`src/rtl/vending_pkg.sv`:
```
// Shared vending definitions: denominations, coin_sel one-hot codes and the
// one-hot state encoding used by the change dispenser.
package vending_pkg;

  localparam int MONEY_W_DEF = 8;

  // Denominations, identical to the payment-accumulation values.
  localparam int DENOM_1  = 1;
  localparam int DENOM_5  = 5;
  localparam int DENOM_10 = 10;
  localparam int DENOM_20 = 20;
  localparam int DENOM_50 = 50;

  // One-hot coin_sel encodings.
  localparam logic [4:0] SEL_NONE = 5'b00000;
  localparam logic [4:0] SEL_1    = 5'b00001;
  localparam logic [4:0] SEL_5    = 5'b00010;
  localparam logic [4:0] SEL_10   = 5'b00100;
  localparam logic [4:0] SEL_20   = 5'b01000;
  localparam logic [4:0] SEL_50   = 5'b10000;

  // Change dispenser states, one-hot like the vending machine states.
  typedef enum logic [4:0] {
    CD_IDLE   = 5'b00001,
    CD_SELECT = 5'b00010,
    CD_REQ    = 5'b00100,
    CD_GAP    = 5'b01000,
    CD_DONE   = 5'b10000
  } cd_state_e;

endpackage

```
`src/rtl/change_dispenser_denom_picker.sv`:
```
// Greedy denomination picker: largest note not exceeding the balance.
// Returns no selection and a zero value when the balance is zero.
module denom_picker
  import vending_pkg::*;
#(
  parameter int MONEY_W = MONEY_W_DEF
) (
  input  logic [MONEY_W-1:0] remaining_i,
  output logic [4:0]         sel_o,
  output logic [MONEY_W-1:0] denom_o
);

  // Priority compare from the largest denomination down.
  always_comb begin
    sel_o   = SEL_NONE;
    denom_o = '0;
    if (remaining_i >= MONEY_W'(DENOM_50)) begin
      sel_o   = SEL_50;
      denom_o = MONEY_W'(DENOM_50);
    end else if (remaining_i >= MONEY_W'(DENOM_20)) begin
      sel_o   = SEL_20;
      denom_o = MONEY_W'(DENOM_20);
    end else if (remaining_i >= MONEY_W'(DENOM_10)) begin
      sel_o   = SEL_10;
      denom_o = MONEY_W'(DENOM_10);
    end else if (remaining_i >= MONEY_W'(DENOM_5)) begin
      sel_o   = SEL_5;
      denom_o = MONEY_W'(DENOM_5);
    end else if (remaining_i >= MONEY_W'(DENOM_1)) begin
      sel_o   = SEL_1;
      denom_o = MONEY_W'(DENOM_1);
    end
  end

endmodule

```
`src/rtl/change_dispenser.sv`:
```
// Change dispenser: splits a change amount into notes greedily and issues
// them one at a time over a req/ack handshake to the hopper. All outputs
// are registered; reset aborts any dispense in progress.
module change_dispenser
  import vending_pkg::*;
#(
  parameter int MONEY_W    = MONEY_W_DEF,
  parameter int GAP_CYCLES = 4
) (
  input  logic               sys_clk,
  input  logic               sys_rst_n,
  input  logic               start,
  input  logic [MONEY_W-1:0] change_amount,
  input  logic               coin_ack,
  output logic               coin_req,
  output logic [4:0]         coin_sel,
  output logic [MONEY_W-1:0] remaining,
  output logic [MONEY_W-1:0] coin_count,
  output logic               busy,
  output logic               done
);

  localparam int GAP_W = (GAP_CYCLES > 1) ? $clog2(GAP_CYCLES) : 1;
  localparam logic [GAP_W-1:0] GAP_LAST = GAP_W'((GAP_CYCLES > 0) ? GAP_CYCLES - 1 : 0);

  cd_state_e          state_q;
  logic               coin_req_q;
  logic [4:0]         coin_sel_q;
  logic [MONEY_W-1:0] remaining_q;
  logic [MONEY_W-1:0] count_q;
  logic               busy_q;
  logic               done_q;
  logic [GAP_W-1:0]   gap_cnt_q;

  logic [4:0]         pick_sel;
  logic [MONEY_W-1:0] pick_denom;
  logic [MONEY_W-1:0] remaining_d;
  logic [MONEY_W-1:0] count_d;

  // Issued-note counter sticks at all-ones instead of wrapping.
  function automatic logic [MONEY_W-1:0] sat_inc(input logic [MONEY_W-1:0] v);
    return (&v) ? v : v + 1'b1;
  endfunction

  denom_picker #(.MONEY_W(MONEY_W)) u_picker (
    .remaining_i (remaining_q),
    .sel_o       (pick_sel),
    .denom_o     (pick_denom)
  );

  // Balance is stable throughout REQ, so the picker still reflects the note in flight.
  assign remaining_d = remaining_q - pick_denom;
  assign count_d     = sat_inc(count_q);

  // Dispense FSM with registered outputs.
  always_ff @(posedge sys_clk or negedge sys_rst_n) begin
    if (!sys_rst_n) begin
      state_q     <= CD_IDLE;
      coin_req_q  <= 1'b0;
      coin_sel_q  <= SEL_NONE;
      remaining_q <= '0;
      count_q     <= '0;
      busy_q      <= 1'b0;
      done_q      <= 1'b0;
      gap_cnt_q   <= '0;
    end else begin
      done_q <= 1'b0;
      case (state_q)
        CD_IDLE: begin
          if (start) begin
            remaining_q <= change_amount;
            count_q     <= '0;
            busy_q      <= 1'b1;
            state_q     <= CD_SELECT;
          end
        end
        CD_SELECT: begin
          if (remaining_q == '0) begin
            done_q  <= 1'b1;
            state_q <= CD_DONE;
          end else begin
            coin_sel_q <= pick_sel;
            coin_req_q <= 1'b1;
            state_q    <= CD_REQ;
          end
        end
        CD_REQ: begin
          if (coin_ack) begin
            coin_req_q  <= 1'b0;
            coin_sel_q  <= SEL_NONE;
            remaining_q <= remaining_d;
            count_q     <= count_d;
            gap_cnt_q   <= '0;
            state_q     <= (GAP_CYCLES > 0) ? CD_GAP : CD_SELECT;
          end
        end
        CD_GAP: begin
          if (gap_cnt_q == GAP_LAST) state_q <= CD_SELECT;
          else gap_cnt_q <= gap_cnt_q + 1'b1;
        end
        CD_DONE: begin
          busy_q  <= 1'b0;
          state_q <= CD_IDLE;
        end
        default: begin
          coin_req_q <= 1'b0;
          coin_sel_q <= SEL_NONE;
          busy_q     <= 1'b0;
          state_q    <= CD_IDLE;
        end
      endcase
    end
  end

  assign coin_req   = coin_req_q;
  assign coin_sel   = coin_sel_q;
  assign remaining  = remaining_q;
  assign coin_count = count_q;
  assign busy       = busy_q;
  assign done       = done_q;

endmodule

```
`config.mk`:
```
export PLATFORM = sky130hd
export DESIGN_NAME = change_dispenser
export DESIGN_NICKNAME = d
export VERILOG_FILES = /design/src/rtl/vending_pkg.sv /design/src/rtl/change_dispenser_denom_picker.sv /design/src/rtl/change_dispenser.sv
export SDC_FILE = /design/constraint.sdc
export NUM_CORES = 1
export LEC_CHECK = 0
export CORE_MARGIN = 4
export CORE_UTILIZATION = 30
export DETAILED_ROUTE_END_ITERATION = 12
export PLACE_DENSITY = 0.56
export SLEW_MARGIN = 20
export SYNTH_ARGS = -nofsm -noshare
export SYNTH_HDL_FRONTEND = slang
export SYNTH_SLANG_ARGS = --single-unit
```
`constraint.sdc`:
```
create_clock -name sys_clk -period 3.3 [get_ports sys_clk]
set_input_delay 0.66 -clock sys_clk [delete_from_list [all_inputs] [get_ports sys_clk]]
set_output_delay 0.66 -clock sys_clk [all_outputs]
set_load 0.01 [all_outputs]
```
== Yosys cells after proc, flatten, opt, wreduce, memory -nomap -nowiden ==
Cells that the tools add are included.
W data, S select, Z words.

* Flip-flop bits (word level): 31
* Word-level logic and storage cells: 77
* Output and inout bits: 24
* Input bits: 12

* $lt $le $gt $ge: 5
* Add/subtract/negate cells: 3
* Eq/ne operators: 12
* Bitwise operators: 2
* Mux-type cells: 35
* Reductions and logical operators: 12

{| class="wikitable"
|+ Operator list
! kind !! count
|-
| $mux W8 || 9
|-
| $mux W5 || 10
|-
| $pmux W8 S2 || 2
|-
| $pmux W5 S4 || 1
|-
| $pmux W5 S3 || 1
|-
| $ne A2 B2 Y1 const B || 6
|-
| $reduce_and A3 Y1 || 4
|-
| $add A8 B1 Y8 const B || 1
|-
| $ge A8 B1 Y1 const B || 1
|-
| $ge A8 B3 Y1 const B || 1
|-
| $ge A8 B4 Y1 const B || 1
|-
| $ge A8 B5 Y1 const B || 1
|-
| $ge A8 B6 Y1 const B || 1
|-
| $logic_not A8 Y1 || 1
|-
| $reduce_and A8 Y1 || 1
|-
| $sub A8 B8 Y8 || 1
|-
| $mux W1 || 7
|-
| $reduce_or A3 Y1 || 2
|-
| $eq A5 B1 Y1 const B || 1
|-
| $eq A5 B2 Y1 const B || 1
|-
| $eq A5 B3 Y1 const B || 1
|-
| $eq A5 B4 Y1 const B || 1
|-
| $eq A5 B5 Y1 const B || 1
|-
| $mux W2 || 2
|-
| other kinds (9) || 11
|}

== Longest topological paths before layout ==
Gate-level depths: netlist (run 1).

* Depth in word-level cells: 9
* Mapped depth: 11
* Mapped depth without buffers: 11

== By module ==
A second synthesis (run 1) with hierarchy kept.

* Cells, all modules: 231
* Area total of the unflattened synthesis: 2064.5 um2

{| class="wikitable"
|+ Modules (own cells, without submodules)
! module !! sequential area each (um2) !! cells an instance !! instances !! area an instance (um2)
|-
| change_dispenser || 777.0 || 205 || 1 || 1884.3
|-
| denom_picker || 0.0 || 26 || 1 || 180.2
|}

== Worst setup path after synthesis (run 1) ==
No wires, ideal clock.

* Path type: register to register
* Start point: register remaining_q[2] (netlist: remaining[2])
* End point: register remaining_q[5] (netlist: remaining[5])
* Library setup time: 126 ps
* Cell stages (with the launch flop): 11
* Arrival time: 2363 ps
* Required time: 3174 ps
* Buffers on the path: 0
* Path slack: 811 ps
* Clock period less this slack: 2489 ps
* Path through: dfrtp_1 o311ai_0 o21ai_0 nor3_1 a21oi_1 ha_1 o21ai_0 a21o_1 mux2_2 o21ai_0 a21oi_1

* Longest elaborated chain between the ends: 9
* Elaborated cells on any way between the ends: 13
* Those cells by class: add/sub (1); order compare (5); mux (7)

{| class="wikitable"
|+ RTL lines
! element !! line !! RTL
|-
| from (decl) || change_dispenser.sv:29 || <nowiki>logic [MONEY_W-1:0] remaining_q;</nowiki>
|-
| from (signal assigned) || change_dispenser.sv:71 || <nowiki>remaining_q <= change_amount;</nowiki>
|-
| from (signal assigned) || change_dispenser.sv:91 || <nowiki>remaining_q <= remaining_d;</nowiki>
|-
| $ge A8 B1 Y1 || change_dispenser_denom_picker.sv:29 || <nowiki>end else if (remaining_i >= MONEY_W'(DENOM_1)) begin</nowiki>
|-
| $mux W1 || change_dispenser_denom_picker.sv:29 ||
|-
| $mux W8 || change_dispenser_denom_picker.sv:26 || <nowiki>end else if (remaining_i >= MONEY_W'(DENOM_5)) begin</nowiki>
|-
| $mux W8 || change_dispenser_denom_picker.sv:23 || <nowiki>end else if (remaining_i >= MONEY_W'(DENOM_10)) begin</nowiki>
|-
| $mux W8 || change_dispenser_denom_picker.sv:20 || <nowiki>end else if (remaining_i >= MONEY_W'(DENOM_20)) begin</nowiki>
|-
| $mux W8 || change_dispenser_denom_picker.sv:17 || <nowiki>if (remaining_i >= MONEY_W'(DENOM_50)) begin</nowiki>
|-
| $sub A8 B8 Y8 (*) || change_dispenser.sv:52 || <nowiki>assign remaining_d = remaining_q - pick_denom;</nowiki>
|-
| $mux W8 (*) || change_dispenser.sv:88 || <nowiki>if (coin_ack) begin</nowiki>
|-
| $pmux W8 S2 (*) || change_dispenser.sv:68 || <nowiki>case (state_q)</nowiki>
|}

Mark *: on every way between the ends. The rest lies on a longest branch, timed or not. The select of a mux whose other input is x is not followed.
A chain may end at the register's enable or synchronous reset.

== Worst setup path in the final report (run 1) ==
Same ends and word-level chain as after synthesis.

==> impl_metrics.toml, run 1 <==
[clocking]
clk-insertion-delay-late_ns = 0.29
cts_made_buffers = 5
cts_resized = 0
cts_tree = "yes"
cts.sinks = 31
cts_buffer_depth = 2
clk_pin_slew_worst_paths_ns = 0.08
root_buffer = "clkbuf_8"
hold_buffers = 0
cts_setup_buffers = 0
h-tree-depth = 2

[synth]
synth_top_area_share = 0.3831
ys_ff_latch = 31
synthSimpleGateAreaFrac = 0.2222
synth_compound_area_frac = 0.2663
synth.area.mux_share = 0.02746
synth_area_leaders = "dfrtp_1, o21ai_0, ha_1, a21oi_1, nand2_1"
synth_commonest_cells = "dfrtp_1, o21ai_0, nand2_1"
syn-num-nets = 235
synth_fa_ha_area_frac = 0.06130
synth_flop_cell = "dfrtp_1"
synth_top_area_cell = "dfrtp_1"
synth-async-reset-ratio = 1.000
synth_top_family_by_area = "compound AO/OA/AOI/OAI gates"
synth_most_common_cell = "dfrtp_1"
avgSynthCellArea_sq_um = 9.156
ys_seq_area_frac = 0.3966
synthDistinctLibCells = 55
synth-edff-count = 0
syn-instance-count = 214
synth_area_sq_mm = 0.001959
synthXorXnorAreaFrac = 0.004470
yosys_warnings = 0

[global_routing]
antenna_found_initial = 0
grt_pass1_vias = 1730
grt_pass1_wl_um = 8093
grt_max_degree = 32
gr-usage-all-layers = 0.1322
overflow = 0

[timing]
fin_skew_ns = 0.01687
tns_ns = 0
rsz0062_at_grt = "false"
min_period_ns = 2.730
slew_headroom = 0.6263
maxSlewViolCount = 0
hold_viol = 0
setup_ws_ns = 0.5698
max_freq_ghz = 0.3663
setup-violations-final = 0
max_slew.worst_pin.slew_ns = 0.5567
finalCritPeriodShare = 0.8273

[route]
drt_drc_violations_left = 0
drtIter0Drc = 64
detail_route.wl_per_cell_um = 14.85
firstDrtPassIters = 4
vias = 1799
postRouteAntennaNets = 0
routed_wl_um = 4944
via_per_inst = 5.402

[critical_path]
critPathKind = "reg -> reg"
rrSetupSlack_ns = 0.57
slowest_delay_ns = 0.48
crit_chain = "o311ai_0 -> o21ai_0 -> nor3_1 -> a21oi_1 -> ha_1 -> o21ai_0 -> a21o_1 -> mux2_2 -> o21ai_0 -> a21oi_1"
cp-end-kind = "flop"
r2r_end = "remaining[5]$_DFFE_PN0P_"
critPathMostFrequentCell = "o21ai_0"
cp_slowest_cell = "dfrtp_1"
ff2ff_path_depth = 10
critPathTopFamily = "compound AO/OA/AOI/OAI gates"
cp_num_buf_inv = 0
critPathMaxFanout = 10
crit_path_start = "remaining[2]$_DFFE_PN0P_"
cp-start-kind = "flop"
rr_startpoint = "remaining[2]$_DFFE_PN0P_"
critPathArrivalTime_ns = 2.91
critical_path_required_ns = 3.48

[final_layout]
n_antenna_cell = 0
layout.area.seq_sq_um = 777.0
layout-drive-gt1-share = 0.09375
finish.utilization = 0.3957
fill_cells = 634
multi_input_area_sq_mm = 0.001140
syn2layout_area_growth_pct = 28.22
fin_nets = 276

[placement]
preCtsSetupSlack_ns = 0.5970
dp_hpwl_um = 3557
place.gp.congestion = 0.8046
port_buffers = 35

[flow_run]
drv_cap = 0

[pwr]
p_leak_uw = 0.001024
peakVddDrop_v = 0.0003256
power_uw = 2068
power_density_mw_per_mm2 = 823.2

[die]
die_w_um = 88.82
die-area_sq_mm = 0.007888
rows = 29
start_util = 0.3086
core_region_area_sq_mm = 0.006350
num_io_pins = 36
die_h_um = 88.82

[min_path]
worstHoldEndpoint = "coin_sel[0]$_DFFE_PN0P_"
min_from = "coin_sel[0]$_DFFE_PN0P_"
hold_path_class = "reg -> reg"
worstHoldPathCells = 1

[outcome]
outcome = "completed"
metrics by stage:
stage	hold WS [ns]	std cells	cell area, sq um
2_1_floorplan	0.3644	214	1959
3_3_place_gp	0.4609	325	2412
3_5_place_dp	0.4698	325	2412
4_1_cts	0.4869	333	2512
5_1_grt	0.5021	333	2512
6_report	0.4871	333	2512
sequential cells by signal, summed over array words and instances (netlist names):
signal,flops
coin_sel,5
gap_cnt_q,2
busy,1
coin_req,1
remaining,8
coin_count,8
state_q,5
done,1
final cells by class:
| type | count | area share |
|---|---|---|
| timing repair buffer | 38 | 0.1484 |
| clock buffer | 8 | 0.03984 |
| multi-input combinational | 172 | 0.4537 |
| inverter | 7 | 0.01046 |
| sequential | 31 | 0.3093 |
| tap | 77 | 0.03835 |
placed cells by master, fill, tap and decap left out, types with 3 or more instances in the layout:
cell type        instances
o22ai_1                  3
o2bb2ai_1                3
nor2b_1                  5
dfrtp_1                 30
a21o_1                   3
nor4_1                   3
clkbuf_8                 7
o21ai_0                 21
a31oi_1                  3
inv_1                    7
o31ai_1                  3
or3_1                    3
clkdlybuf4s50_1         35
a21oi_1                 19
nor3b_1                  3
buf_4                    3
o21ai_1                  3
nor3_1                   6
nor2_1                  18
nand2_1                 20
ha_1                     8
nand3_1                  5
power breakdown:
group / internal [uW] / switching (uW) / leakage, uW / total [uW]
Sequential: 481 / 167 / 0.000404 / 648
Clock: 190 / 151 / 0.0000515 / 341
Combinational: 523 / 556 / 0.000568 / 1080
routing by layer:
layer,GRT usage,up-vias,share of wire
met5,0,-,0
met4,0.04945,0,0.014
met3,0.03352,9,0.047
met2,0.2038,38,0.45
met1,0.1781,858,0.49
li1,-,894,-
kinds of logic after synthesis:
kind of cell | Yosys count
DFF | 31
buffers and inverters | 11
xor gates and xnor gates | 1
and+or+nand+nor | 80
AOI/OAI and AO/OA | 77
muxes | 5
adders and majority gates | 9
worst reg2reg max path: cells and delay by family (launching register included):
kind / cells / cell delay, ns
compound gates: 7 / 1.26
fa+ha+maj: 1 / 0.33
flops: 1 / 0.48
mux: 1 / 0.34
simple gates: 1 / 0.22
worst max-delay path by stage:
| stage | to | slack [ns] | depth (start not counted) |
|---|---|---|---|
| 6_report | remaining[5]$_DFFE_PN0P_ | 0.57 | 10 |
| 3_5_place_dp | gap_cnt_q[0]$_DFFE_PN0P_ | 0.60 | 6 |
| 5_1_grt | remaining[6]$_DFFE_PN0P_ | 0.20 | 10 |
| 4_1_cts | remaining[5]$_DFFE_PN0P_ | 0.55 | 10 |
| 3_3_place_gp | gap_cnt_q[0]$_DFFE_PN0P_ | 0.62 | 6 |
| 2_1_floorplan | remaining[5]$_DFFE_PN0P_ | 0.81 | 10 |
Power figures use the tool's default switching activity.
==> inputs of run 2 (changes only) <==
Settings changed: PLACE_DENSITY 0.56 to 0.58.
Clock period 3.3 ns to 2.2 ns, I/O delays scaled along.
==> run 2 against run 1 <==
- the run now ends with setup timing left
- total power up 88%
- sequential power up 50%
- critical endpoint unchanged
- utilization up 6.8 points
- clock power up 29%
- final area up 17%
- largest power group unchanged
- register-to-register slack worse by 0.75 ns
- cell count up 12%
- count of clock-buffer cells in the layout down 1
- sequential cell count unchanged
==> impl_metrics.toml, run 2 (synthesis gave the netlist of run 1 again) <==
[final_layout]
n_antenna_cell = 0
syn2layout_area_growth_pct = 50.13
fin_nets = 315
layout_commonest_cell = "buf_4"
fill_cells = 585
layout-drive-gt1-share = 0.2983
layout_common_cells = "buf_4, clkdlybuf4s50_1, dfrtp_1"

[outcome]
violations = "setup timing"
outcome = "finished with violations"

[timing]
holdWs_ns = 0.4799
hold_viol = 0
setup_ws_ns = -0.1753
fin_skew_ns = 0.004689
maxSlewViolCount = 0
finalCritPeriodShare = 1.080
max_slew.worst_pin.slew_ns = 0.4572
slew_headroom = 0.6931
tns_ns = -0.3706
max_freq_ghz = 0.4210
min_period_ns = 2.375
rsz0062_at_grt = "true"
setup-violations-final = 4

[clocking]
cts_made_buffers = 5
root_buffer = "clkbuf_8"
h-tree-depth = 2
cts_tree = "yes"
clk-insertion-delay-late_ns = 0.28
cts.sinks = 31
clk_pin_slew_worst_paths_ns = 0.07
cts_buffer_depth = 2

[critical_path]
crit_path_start = "remaining[3]$_DFFE_PN0P_"
ff2ff_path_depth = 10
crit_chain = "o311ai_4 -> o21ai_2 -> or3_4 -> nand2_2 -> ha_4 -> nand2b_1 -> a21o_1 -> mux2_4 -> o21ai_2 -> a21oi_1"
cp-end-kind = "flop"
critical_path_required_ns = 2.37
rr_startpoint = "remaining[3]$_DFFE_PN0P_"
slowest_delay_ns = 0.45
cp_slowest_cell = "dfrtp_2"
cp-start-kind = "flop"
critPathMostFrequentCell = "o21ai_2"
critPathArrivalTime_ns = 2.54
critPathKind = "reg -> reg"
critPathMaxFanout = 4

[die]
rows = 29
die_w_um = 88.82
die-area_sq_mm = 0.007888
start_util = 0.3086
core_region_area_sq_mm = 0.006350
num_io_pins = 36
die_h_um = 88.82

[min_path]
min_from = "coin_sel[0]$_DFFE_PN0P_"
worstHoldPathCells = 1
hold_path_class = "reg -> reg"

[route]
routed_wl_um = 5601
drt_drc_violations_left = 0
vias = 1976
via_per_inst = 5.312
drtIter0Drc = 105
firstDrtPassIters = 4
postRouteAntennaNets = 0
detail_route.wl_per_cell_um = 15.06

[pwr]
power_uw = 3896
power_density_mw_per_mm2 = 1324
p_leak_uw = 0.001228
peakVddDrop_v = 0.0006371

[global_routing]
grt_pass1_vias = 1896
grt_pass1_wl_um = 8970
antenna_found_initial = 0
gr-usage-all-layers = 0.1447
grt_max_degree = 32
overflow = 0

[placement]
place.gp.congestion = 0.7907
preCtsSetupSlack_ns = -0.2356
port_buffers = 35
dp_hpwl_um = 3890

[flow_run]
drv_cap = 0
-- run 2: where the power goes --
part           leakage [uW]  switching [uW]  total [uW]  internal (uW)
Sequential         0.000398             241         974            733
Combinational      0.000788            1150        2480           1330
Clock             0.0000422             219         441            222
-- run 2: path summary, 6_finish.rpt --
| path | endpoint | slack, ns |
|---|---|---|
| worst max-delay path | remaining[5]$_DFFE_PN0P_ | -0.18 |
| max in group asynchronous | remaining[1]$_DFFE_PN0P_ | 1.30 |
| worst min register to register | coin_sel[0]$_DFFE_PN0P_ | 0.48 |
| worst min-delay path | coin_sel[0]$_DFFE_PN0P_ | 0.48 |
| min in group asynchronous | coin_sel[3]$_DFFE_PN0P_ | 0.56 |
| worst max register to register | remaining[5]$_DFFE_PN0P_ | -0.18 |
-- run 2: worst max-delay path, delay by kind of cell (launching register included) --
family                     cells  cell delay (ns)
and+or+nand+nor                3             0.53
DFF                            1             0.45
AOI/OAI and AO/OA              5             0.77
muxes                          1             0.31
adders and majority gates      1             0.20
-- run 2: stage by stage --
step                      utilization  std cells  area (sq um)
after global placement         0.4219        357          2679
after floorplan                     -        214          1986
final                          0.4633        372          2942
after global routing           0.4633        372          2942
after CTS                      0.4493        368          2853
after detailed placement       0.4219        357          2679
-- run 2: cell type report --
| type | instances | area (sq um) | area share |
|---|---|---|---|
| Clock buffer | 7 | 76.32 | 0.02595 |
| Clock inverter | 1 | 5.005 | 0.001701 |
| Inverter | 7 | 26.28 | 0.008932 |
| Multi-Input combinational cell | 172 | 1276 | 0.4339 |
| Sequential cell | 31 | 784.5 | 0.2667 |
| Tap cell | 77 | 96.34 | 0.03275 |
| Timing Repair Buffer | 77 | 676.9 | 0.2301 |
-- run 2: per-layer routing --
metal,share of wire,GRT usage
met5,0,0
met4,0.010,0.04121
met3,0.047,0.02980
met2,0.47,0.2409
met1,0.47,0.1894
-- run 2: timing repair --
item | in CTS | in global routing
resized for setup | 16 | 16
hold buffers | 0 | 0
setup buffers | 3 | 5
pin swaps | 7 | 5
setup endpoints to repair | 6 | 7
==> inputs of run 3 (changes only) <==
Settings changed: CORE_MARGIN 4 to 8, GPL_TIMING_DRIVEN from default to 0.
==> run 3 against run 2 <==
- the flow still finishes with violations (setup timing)
- register-to-register slack worse by 0.06 ns
- highest routed layer unchanged
- die area rose by 19%
- non-clock buffer count shrank 19
- sequential cell count is the same
- count of clock-buffer cells in the layout fell by 1
- global-route usage is 2.5 points lower
- critical path depth unchanged
- clock power up 3%
- final area is 3.8% lower
==> impl_metrics.toml, run 3 (synthesis gave the netlist of run 1 again) <==
[outcome]
outcome = "finished with violations"
violations = "setup timing"

[critical_path]
critPathMaxFanout = 7
cp_num_buf_inv = 0
cp-end-kind = "flop"
critPathArrivalTime_ns = 2.61
critical_path_required_ns = 2.37
crit_path_start = "remaining[1]$_DFFE_PN0P_"
critPathMostFrequentCell = "o21ai_2"
rr_startpoint = "remaining[1]$_DFFE_PN0P_"
critPathTopFamily = "compound AO/OA/AOI/OAI gates"
critPathKind = "reg -> reg"
cp-start-kind = "flop"
cp_slowest_cell = "dfrtp_2"
slowest_delay_ns = 0.48
crit_chain = "o311ai_4 -> o21ai_2 -> or3_4 -> nand2_2 -> ha_4 -> nand2b_4 -> a21o_1 -> mux2_4 -> o21ai_2 -> a21oi_2"

[timing]
setup_ws_ns = -0.2367
setup-violations-final = 6
max_freq_ghz = 0.4104
maxSlewViolCount = 0
min_period_ns = 2.437
max_slew.worst_pin.slew_ns = 0.6263
rsz0062_at_grt = "true"
finalCritPeriodShare = 1.108
hold_viol = 0
tns_ns = -0.8701
fin_skew_ns = 0.01052
slew_headroom = 0.5825

[die]
die_h_um = 96.82
core_region_area_sq_mm = 0.006350
rows = 29
die_w_um = 96.82
num_io_pins = 36
die-area_sq_mm = 0.009373
start_util = 0.3086

[clocking]
cts.sinks = 31
cts_tree = "yes"
clk-insertion-delay-late_ns = 0.29
h-tree-depth = 2
clk_pin_slew_worst_paths_ns = 0.07
hold_buffers = 0
cts_made_buffers = 5
root_buffer = "clkbuf_8"
cts_buffer_depth = 2

[final_layout]
syn2layout_area_growth_pct = 44.44
layout_commonest_cell = "clkdlybuf4s50_1"
layout.area.seq_sq_um = 784.5
final-instance-count-excl-fill = 353
layout_common_cells = "clkdlybuf4s50_1, dfrtp_1, nand2_1"
finish.utilization = 0.4457
layout-drive-gt1-share = 0.2717
multi_input_area_sq_mm = 0.001310
n_antenna_cell = 0
fin_nets = 296
fill_cells = 601

[placement]
dp.cells = 327
dp_hpwl_um = 3842
place.gp.congestion = 0.8143
port_buffers = 35

[pwr]
p_leak_uw = 0.001134
power_density_mw_per_mm2 = 1344
peakVddDrop_v = 0.0006375
power_uw = 3803

[flow_run]
drv_cap = 0

[route]
postRouteAntennaNets = 0
vias = 1924
drtIter0Drc = 70
detail_route.wl_per_cell_um = 16.14
routed_wl_um = 5697
drt_drc_violations_left = 0
via_per_inst = 5.450
firstDrtPassIters = 4

[global_routing]
grt_pass1_vias = 1953
grt_max_degree = 18
overflow = 0
gr-usage-all-layers = 0.1194
grt_pass1_wl_um = 9404
antenna_found_initial = 0

[min_path]
hold_path_class = "in -> async"
[run 3: what timing repair did]
item | 4_1_cts | 5_1_grt
pin swaps | 11 | 9
resized for setup | 17 | 16
endpoints found under the setup margin | 8 | 7
buffers inserted | 16 | 2
[run 3: layout make-up]
| class | count | area share |
|---|---|---|
| Sequential cell | 31 | 0.2772 |
| Tap cell | 77 | 0.03404 |
| Inverter | 7 | 0.009284 |
| Buffer | 4 | 0.005747 |
| Clock buffer | 6 | 0.02564 |
| Timing Repair Buffer | 54 | 0.1808 |
| Multi-Input combinational cell | 172 | 0.4629 |
| Clock inverter | 2 | 0.004421 |
[run 3: worst paths after layout]
path	end	slack, ns	cells after the start
worst min-delay path	coin_sel[0]$_DFFE_PN0P_	0.06	1
worst max-delay path	remaining[5]$_DFFE_PN0P_	-0.24	10
max in group asynchronous	remaining[5]$_DFFE_PN0P_	1.70	2
worst min register to register	coin_sel[0]$_DFFE_PN0P_	0.48	1
worst max register to register	remaining[5]$_DFFE_PN0P_	-0.24	10
min in group sys_clk	coin_sel[0]$_DFFE_PN0P_	0.48	1
[run 3: power by group]
group          switching [uW]  total, uW  leakage [uW]  internal (uW)
Combinational            1110       2320      0.000695           1210
Clock                     232        453     0.0000412            221
Sequential                298       1030      0.000398            732
[run 3: per-stage QoR]
step	instance area [sq um]	hold slack (ns)	setup slack, ns
after floorplan	1986	0.1444	-0.1229
after global placement	2432	0.4666	-0.4128
after detailed placement	2455	0.3915	-0.4099
after CTS	2749	0.07125	-0.1663
after global routing	2830	0.09205	-0.3273
final	2830	0.06373	-0.2367
[run 3: routing by layer]
metal / routed length, um / GRT usage / vias up
li1: - / - / 931
met1: 2590 / 0.1471 / 928
met2: 2711 / 0.1917 / 53
met3: 290 / 0.03556 / 12
met4: 104 / 0.04260 / 0
met5: 0 / 0 / -
